**src/rtl/sync_pkg.sv**
```systemverilog
// ============================================================================
// Package : sync_pkg
// Shared widths, FIFO word field map, FSM encoding and helpers for the DVI
// pixel FIFO producer.
// Rev     : 1.0  initial release
// ============================================================================
`default_nettype none

package sync_pkg;

  localparam int FIFO_W  = 44;
  localparam int COORD_W = 10;
  localparam int CNT_W   = 11;

  localparam int X_MSB = 43;
  localparam int X_LSB = 34;
  localparam int Y_MSB = 33;
  localparam int Y_LSB = 24;
  localparam int R_MSB = 23;
  localparam int R_LSB = 16;
  localparam int G_MSB = 15;
  localparam int G_LSB = 8;
  localparam int B_MSB = 7;
  localparam int B_LSB = 0;

  localparam int DEF_H_ACTIVE = 640;
  localparam int DEF_V_ACTIVE = 480;

  localparam logic [CNT_W-1:0] CNT_MAX = '1;

  localparam logic [1:0] S_SYNC   = 2'd0;
  localparam logic [1:0] S_ACTIVE = 2'd1;
  localparam logic [1:0] S_DROP   = 2'd2;

  typedef struct packed {
    logic [7:0] r;
    logic [7:0] g;
    logic [7:0] b;
  } rgb_t;

  // Counters stop at all-ones so an overrun line/column can never alias to 0.
  function automatic logic [CNT_W-1:0] sat_inc(input logic [CNT_W-1:0] v);
    return (v == CNT_MAX) ? v : v + 1'b1;
  endfunction

  function automatic logic [FIFO_W-1:0] pack_word(input logic [COORD_W-1:0] x,
                                                  input logic [COORD_W-1:0] y,
                                                  input rgb_t              rgb);
    return {x, y, rgb.r, rgb.g, rgb.b};
  endfunction

endpackage

`default_nettype wire

```
**src/rtl/dvi_pixel_counter.sv**
```systemverilog
// ============================================================================
// Module : dvi_pixel_counter
// Registers the DVI inputs, detects de/vs edges and tracks x/y coordinates.
// Rev    : 1.0  initial release
// ============================================================================
`default_nettype none

module dvi_pixel_counter
  import sync_pkg::*;
#(
  parameter int VS_ACTIVE_LOW = 1
) (
  input  logic             clk,
  input  logic             rst_n,
  input  logic             in_de,
  input  logic             in_vs,
  input  logic [23:0]      in_rgb,
  output logic [CNT_W-1:0] x,
  output logic [CNT_W-1:0] y,
  output logic             de_q,
  output logic             vs_q,
  output logic [23:0]      rgb_q,
  output logic             frame_start,
  output logic             line_end
);

  logic             vs_norm;
  logic             de_d;
  logic             vs_d;
  logic [23:0]      rgb_d;
  logic             de_dly_d;
  logic             de_dly_q;
  logic             vs_dly_d;
  logic             vs_dly_q;
  logic [CNT_W-1:0] x_d;
  logic [CNT_W-1:0] x_q;
  logic [CNT_W-1:0] y_d;
  logic [CNT_W-1:0] y_q;

  generate
    if (VS_ACTIVE_LOW != 0) begin : g_vs_inv
      assign vs_norm = ~in_vs;
    end else begin : g_vs_pass
      assign vs_norm = in_vs;
    end
  endgenerate

  assign frame_start = vs_dly_q & ~vs_q;
  assign line_end    = de_dly_q & ~de_q;
  assign x           = x_q;
  assign y           = y_q;

  always_comb begin
    de_d     = in_de;
    vs_d     = vs_norm;
    rgb_d    = in_rgb;
    de_dly_d = de_q;
    vs_dly_d = vs_q;
    x_d      = x_q;
    y_d      = y_q;
    // Active vsync dominates: a pixel coinciding with vs never advances x.
    if (vs_q) begin
      x_d = '0;
      y_d = '0;
    end else if (line_end) begin
      x_d = '0;
      y_d = sat_inc(y_q);
    end else if (de_q) begin
      x_d = sat_inc(x_q);
    end
  end

  always_ff @(posedge clk or negedge rst_n) begin
    if (!rst_n) begin
      de_q     <= 1'b0;
      vs_q     <= 1'b0;
      rgb_q    <= '0;
      de_dly_q <= 1'b0;
      vs_dly_q <= 1'b0;
      x_q      <= '0;
      y_q      <= '0;
    end else begin
      de_q     <= de_d;
      vs_q     <= vs_d;
      rgb_q    <= rgb_d;
      de_dly_q <= de_dly_d;
      vs_dly_q <= vs_dly_d;
      x_q      <= x_d;
      y_q      <= y_d;
    end
  end

endmodule

`default_nettype wire

```
**src/rtl/dvi_fifo_writer.sv**
```systemverilog
// ============================================================================
// Module : dvi_fifo_writer
// Writes kept DVI pixels as {x,y,r,g,b} FIFO words; drops the rest of a frame
// on overflow. Define DVI_FIFO_WRITER_TESTPAT_EN for a coordinate test pattern.
// Rev    : 1.0  initial release
// ============================================================================
`default_nettype none

module dvi_fifo_writer
  import sync_pkg::*;
#(
  parameter int H_ACTIVE      = DEF_H_ACTIVE,
  parameter int V_ACTIVE      = DEF_V_ACTIVE,
  parameter int VS_ACTIVE_LOW = 1,
  parameter int SUB_SHIFT     = 0
) (
  input  logic        clk_25,
  input  logic        rst_n,
  input  logic        in_de,
  input  logic        in_hs,
  input  logic        in_vs,
  input  logic [7:0]  in_r,
  input  logic [7:0]  in_g,
  input  logic [7:0]  in_b,
  input  logic        wrfull,
  output logic        wrclk,
  output logic        wrreq,
  output logic [43:0] data,
  output logic        overflow,
  output logic        frame_done
);

  localparam logic [CNT_W-1:0] H_LIM  = CNT_W'(H_ACTIVE);
  localparam logic [CNT_W-1:0] V_LIM  = CNT_W'(V_ACTIVE);
  localparam logic [CNT_W-1:0] V_LAST = CNT_W'(V_ACTIVE - 1);

  logic [CNT_W-1:0]  x;
  logic [CNT_W-1:0]  y;
  logic              de_q;
  logic              vs_q;
  logic [23:0]       rgb_q;
  logic              frame_start;
  logic              line_end;
  logic              sub_ok;
  logic              keep;
  rgb_t              pix_rgb;

  logic [1:0]        state_d;
  logic [1:0]        state_q;
  logic              wrreq_d;
  logic              wrreq_q;
  logic [FIFO_W-1:0] data_d;
  logic [FIFO_W-1:0] data_q;
  logic              overflow_d;
  logic              overflow_q;
  logic              frame_done_d;
  logic              frame_done_q;

  logic              unused_hs;
  assign unused_hs = in_hs;

  dvi_pixel_counter #(
    .VS_ACTIVE_LOW(VS_ACTIVE_LOW)
  ) u_counter (
    .clk        (clk_25),
    .rst_n      (rst_n),
    .in_de      (in_de),
    .in_vs      (in_vs),
    .in_rgb     ({in_r, in_g, in_b}),
    .x          (x),
    .y          (y),
    .de_q       (de_q),
    .vs_q       (vs_q),
    .rgb_q      (rgb_q),
    .frame_start(frame_start),
    .line_end   (line_end)
  );

  generate
    if (SUB_SHIFT == 0) begin : g_sub_all
      assign sub_ok = 1'b1;
    end else begin : g_sub_mask
      localparam logic [CNT_W-1:0] SUB_MASK = CNT_W'((1 << SUB_SHIFT) - 1);
      assign sub_ok = ((x & SUB_MASK) == '0) && ((y & SUB_MASK) == '0);
    end
  endgenerate

`ifdef DVI_FIFO_WRITER_TESTPAT_EN
  logic unused_rgb;
  assign unused_rgb = ^rgb_q;
  assign pix_rgb    = {x[7:0], y[7:0], x[7:0] ^ y[7:0]};
`else
  assign pix_rgb    = rgb_q;
`endif

  assign keep = de_q && !vs_q && (state_q == S_ACTIVE) &&
                (x < H_LIM) && (y < V_LIM) && sub_ok;

  always_comb begin
    state_d      = state_q;
    overflow_d   = overflow_q;
    frame_done_d = 1'b0;
    wrreq_d      = 1'b0;
    data_d       = data_q;
    case (state_q)
      S_SYNC: begin
        if (frame_start) state_d = S_ACTIVE;
      end
      S_ACTIVE: begin
        // An early vsync aborts the frame silently; the reader never sees a done.
        if (vs_q) begin
          state_d = S_SYNC;
        end else if (keep && wrfull) begin
          overflow_d = 1'b1;
          state_d    = S_DROP;
        end else if (line_end && (y == V_LAST)) begin
          frame_done_d = 1'b1;
          state_d      = S_SYNC;
        end
      end
      S_DROP: begin
        if (frame_start) state_d = S_ACTIVE;
      end
      default: state_d = S_SYNC;
    endcase
    if (keep && !wrfull) begin
      wrreq_d = 1'b1;
      data_d  = pack_word(x[COORD_W-1:0], y[COORD_W-1:0], pix_rgb);
    end
  end

  always_ff @(posedge clk_25 or negedge rst_n) begin
    if (!rst_n) begin
      state_q      <= S_SYNC;
      wrreq_q      <= 1'b0;
      data_q       <= '0;
      overflow_q   <= 1'b0;
      frame_done_q <= 1'b0;
    end else begin
      state_q      <= state_d;
      wrreq_q      <= wrreq_d;
      data_q       <= data_d;
      overflow_q   <= overflow_d;
      frame_done_q <= frame_done_d;
    end
  end

  assign wrclk      = clk_25;
  assign wrreq      = wrreq_q;
  assign data       = data_q;
  assign overflow   = overflow_q;
  assign frame_done = frame_done_q;

endmodule

`default_nettype wire

```
**config.mk**
```make
export PLATFORM = sky130hd
export DESIGN_NAME = dvi_fifo_writer
export DESIGN_NICKNAME = d
export VERILOG_FILES = /design/src/rtl/sync_pkg.sv /design/src/rtl/dvi_pixel_counter.sv /design/src/rtl/dvi_fifo_writer.sv
export SDC_FILE = /design/constraint.sdc
export NUM_CORES = 1
export LEC_CHECK = 0
export ABC_AREA = 1
export BUFFER_PORTS_ARGS = -buffer_cell sky130_fd_sc_hd__buf_2
export CAP_MARGIN = 25
export CELL_PAD_IN_SITES_DETAIL_PLACEMENT = 0
export CELL_PAD_IN_SITES_GLOBAL_PLACEMENT = 1
export CORE_ASPECT_RATIO = 0.9
export CORE_MARGIN = 4
export CORE_UTILIZATION = 41
export DETAILED_ROUTE_END_ITERATION = 8
export PLACE_DENSITY = 0.82
export SYNTH_ARGS = -nofsm -noshare
export SYNTH_HDL_FRONTEND = slang
export SYNTH_SLANG_ARGS = --single-unit
export TNS_END_PERCENT = 5
```
**constraint.sdc**
```tcl
create_clock -name clk_25 -period 1.95 [get_ports clk_25]
set_input_delay 0.0975 -clock clk_25 [delete_from_list [all_inputs] [get_ports clk_25]]
set_output_delay 0.0975 -clock clk_25 [all_outputs]
set_load 0.005 [all_outputs]
```
==> run_results.csv <==
group,metric,value,unit
critical_path,worst-r2r-cell-count,8,
yosys,synth-seq-area-share,62.0,%
yosys,synth.distinct_cells,25,
cells_and_area,design_area,0.00502,mm^2
clock_tree,clkTransAtPathRegs,0.10,ns
detailed_routing,drc,0,
detailed_routing,avgViaCountPerCell,4.65,
power,cellPowerDensity,912,mW/mm^2
grt,antenna_found_initial,0,
place,dp_slack,0.208,ns
yosys,synth-seq-cells,99,
floorplan,chipWidth,112,um
floorplan,start_util,43.0,%
detailed_routing,drt-wirelength-per-cell,13.1,um
grt,grt_pass1_vias,3074,
floorplan,die_y,102,um
timing,tightestPinTransition,0.536,ns
detailed_routing,totalWireLength,8.68,mm
timing,fin_crit,1.77,ns
critical_path,start_kind,"flop",
floorplan,die_area,0.0114,mm^2
grt,grt-ovfl-total,0,
timing,setup_viol,0,
timing,whs,0.139,ns
critical_path,crit_type,"flop to flop",
yosys,syn_inst,418,
critical_path,path_cells,"ha_1 -> nand3_1 -> nor2_1 -> nand3_1 -> nand2_1 -> nand2_1 -> inv_1 -> o21ai_0",
cells_and_area,antennaDiodeCount,0,
detailed_routing,ant_nets,0,
floorplan,core-area,0.00929,mm^2
detailed_routing,dr.pass1.iters,4,
timing,relSlewSlack,64.3,%
power,power_leakage,2.57,nW
floorplan,io_pins,78,
power,irDropWorstVdd,0.504,mV
critical_path,cp_data_required_time,2.30,ns
cells_and_area,drive_gt1_share,24.4,%
timing,tns,0,ns
detailed_routing,num_vias,3084,
detailed_routing,drt_iter0_drc,140,
floorplan,floorplan.rows,33,
run,drv_cap,0,
cells_and_area,final_nets,568,
clock_tree,cts_setup_buffers,0,
status,outcome,"complete, no violations",
timing,fin_skew,0.0108,ns
grt,grt.total_usage,16.4,%
worst_hold_path,holdCritPathClass,"primary input to async pin",
yosys,synth_area,0.00399,mm^2
cells_and_area,most-common-layout-cells,"nand2_1, dfrtp_1, buf_2, inv_1, nand3_1",
timing,slew_viol_final,0,
place,dpl_cell_area,0.00452,mm^2
cells_and_area,layout_commonest_cell,"nand2_1",
place,portBuffers,76,
timing,worst_slack,0.176,ns
place,gp_congestion,0.892,
critical_path,worstPathMaxFanout,11,
yosys,syn_nets,450,
place,place_hpwl,6.09,mm
yosys,syn_area_per_cell,9.55,um^2
yosys,ys_warn_count,0,
timing,rsz0062_at_grt,"false",
critical_path,cp_slowest_cell,"dfrtp_1",
clock_tree,cts_tree,"yes",
timing,hold_viol_final,0,
timing,fmax,564,MHz
cells_and_area,areaGrowthSynthToFinish,25.8,%
grt,grt_pass1_wl,14.8,mm
grt,grt_max_degree,45,
place,dp.cells,616,
cells_and_area,n_fill_cell,860,
critical_path,max_stage_delay,0.39,ns
cells_and_area,fin_cells,663,
critical_path,crit_arrival,2.12,ns
critical_path,cp-end-kind,"flop",
clock_tree,worstSkewPairLatency,0.47,ns
timing,finalCritPeriodShare,91.0,%
-- synthesized netlist by cell type --
cell type / count / area share (%)
clkbuf_1: 1 / 0.094
buf_1: 1 / 0.094
o21bai_1: 1 / 0.19
buf_6: 8 / 2.3
nor3_1: 3 / 0.38
o31ai_1: 1 / 0.19
o21ai_2: 17 / 3.7
or2_1: 1 / 0.16
buf_4: 3 / 0.56
a21oi_1: 2 / 0.25
nand4_1: 9 / 1.4
nor2_1: 28 / 2.6
or2_2: 1 / 0.16
o21ai_1: 2 / 0.25
inv_1: 36 / 3.4
xor2_1: 5 / 1.1
nand2_1: 143 / 13
nand3_1: 32 / 4.0
inv_2: 2 / 0.19
nor2_2: 2 / 0.31
inv_8: 1 / 0.28
ha_1: 2 / 0.63
o21ai_0: 17 / 2.1
nand2_2: 1 / 0.16
dfrtp_1: 99 / 62
-- worst paths after layout --
check / to / slack [ns] / startpoint
min in group clk_25: u_counter.rgb_q[21] / 0.27 / in_r[5]
hold reg to reg: data[19] / 0.44 / u_counter.rgb_q[19]
setup reg to reg: u_counter.y[10] / 0.18 / u_counter.y[1]
setup / recovery: u_counter.y[10] / 0.18 / u_counter.y[1]
max in group asynchronous: u_counter.x[2] / 1.18 / rst_n
hold / removal: data[12] / 0.14 / rst_n
-- critical path: cells and delay by family (launching register included) --
family,cells,cell delay [ns]
AND/OR/NAND/NOR,5,0.71
AO/OA/AOI/OAI,1,0.11
flip-flops,1,0.39
adder cells (fa/ha/maj),1,0.25
buffers and inverters,1,0.20
-- registers in the layout, summed over array words and instances, names as in the netlist --
name	count
u_counter.vs_q	1
frame_done	1
wrreq	1
u_counter.rgb_q	24
u_counter.y	11
u_counter.vs_dly_q	1
state_q	2
u_counter.de_q	1
u_counter.x	11
u_counter.de_dly_q	1
overflow	1
data	44
-- where the power goes --
| part | internal, mW | total [mW] | switching, mW |
|---|---|---|---|
| Sequential | 2.32 | 2.46 | 0.136 |
| Combinational | 0.354 | 0.731 | 0.377 |
| Clock | 0.635 | 1.39 | 0.757 |
-- final cells by class --
cell class | instances | area [um^2] | share of cell area, %
sequential | 99 | 2480 | 49.3
multi-input combinational | 267 | 1240 | 24.7
timing repair buffer | 116 | 768 | 15.3
clock buffer | 14 | 174 | 3.46
inverter | 39 | 154 | 3.06
tap | 122 | 153 | 3.04
clock inverter | 6 | 55.1 | 1.10
-- layer usage --
metal  up-vias  track usage (%)  wire [um]
li1       1553                -          -
met1      1443             22.2       4180
met2        77             25.3       3810
met3        11             5.97        564
met4         0             4.81        125
met5         -                0          0
-- logic make-up (layout without fill, tap and decap cells) --
group	count (synthesis)	after routing	share of synthesized area, %
AND/OR/NAND/NOR	220	220	22.7
flip-flops	99	99	62.0
buffers and inverters	52	175	6.86
AO/OA/AOI/OAI	40	40	6.74
XOR/XNOR	5	5	1.10
adder cells (fa/ha/maj)	2	2	0.626
-- per-stage QoR --
| step | util (%) | power (mW) |
|---|---|---|
| 2_1_floorplan | - | 2.83 |
| 3_3_place_gp | 48.6 | 3.19 |
| 3_5_place_dp | 48.6 | 3.22 |
| 4_1_cts | 54.1 | 4.65 |
| 5_1_grt | 54.1 | 4.85 |
| 6_report | 54.1 | 4.58 |
-- what timing repair did --
action	CTS	global route
hold buffers	28	0
resized for setup	0	0
hold endpoints to repair	68	0
No activity file was read; power rests on OpenSTA's default activity.
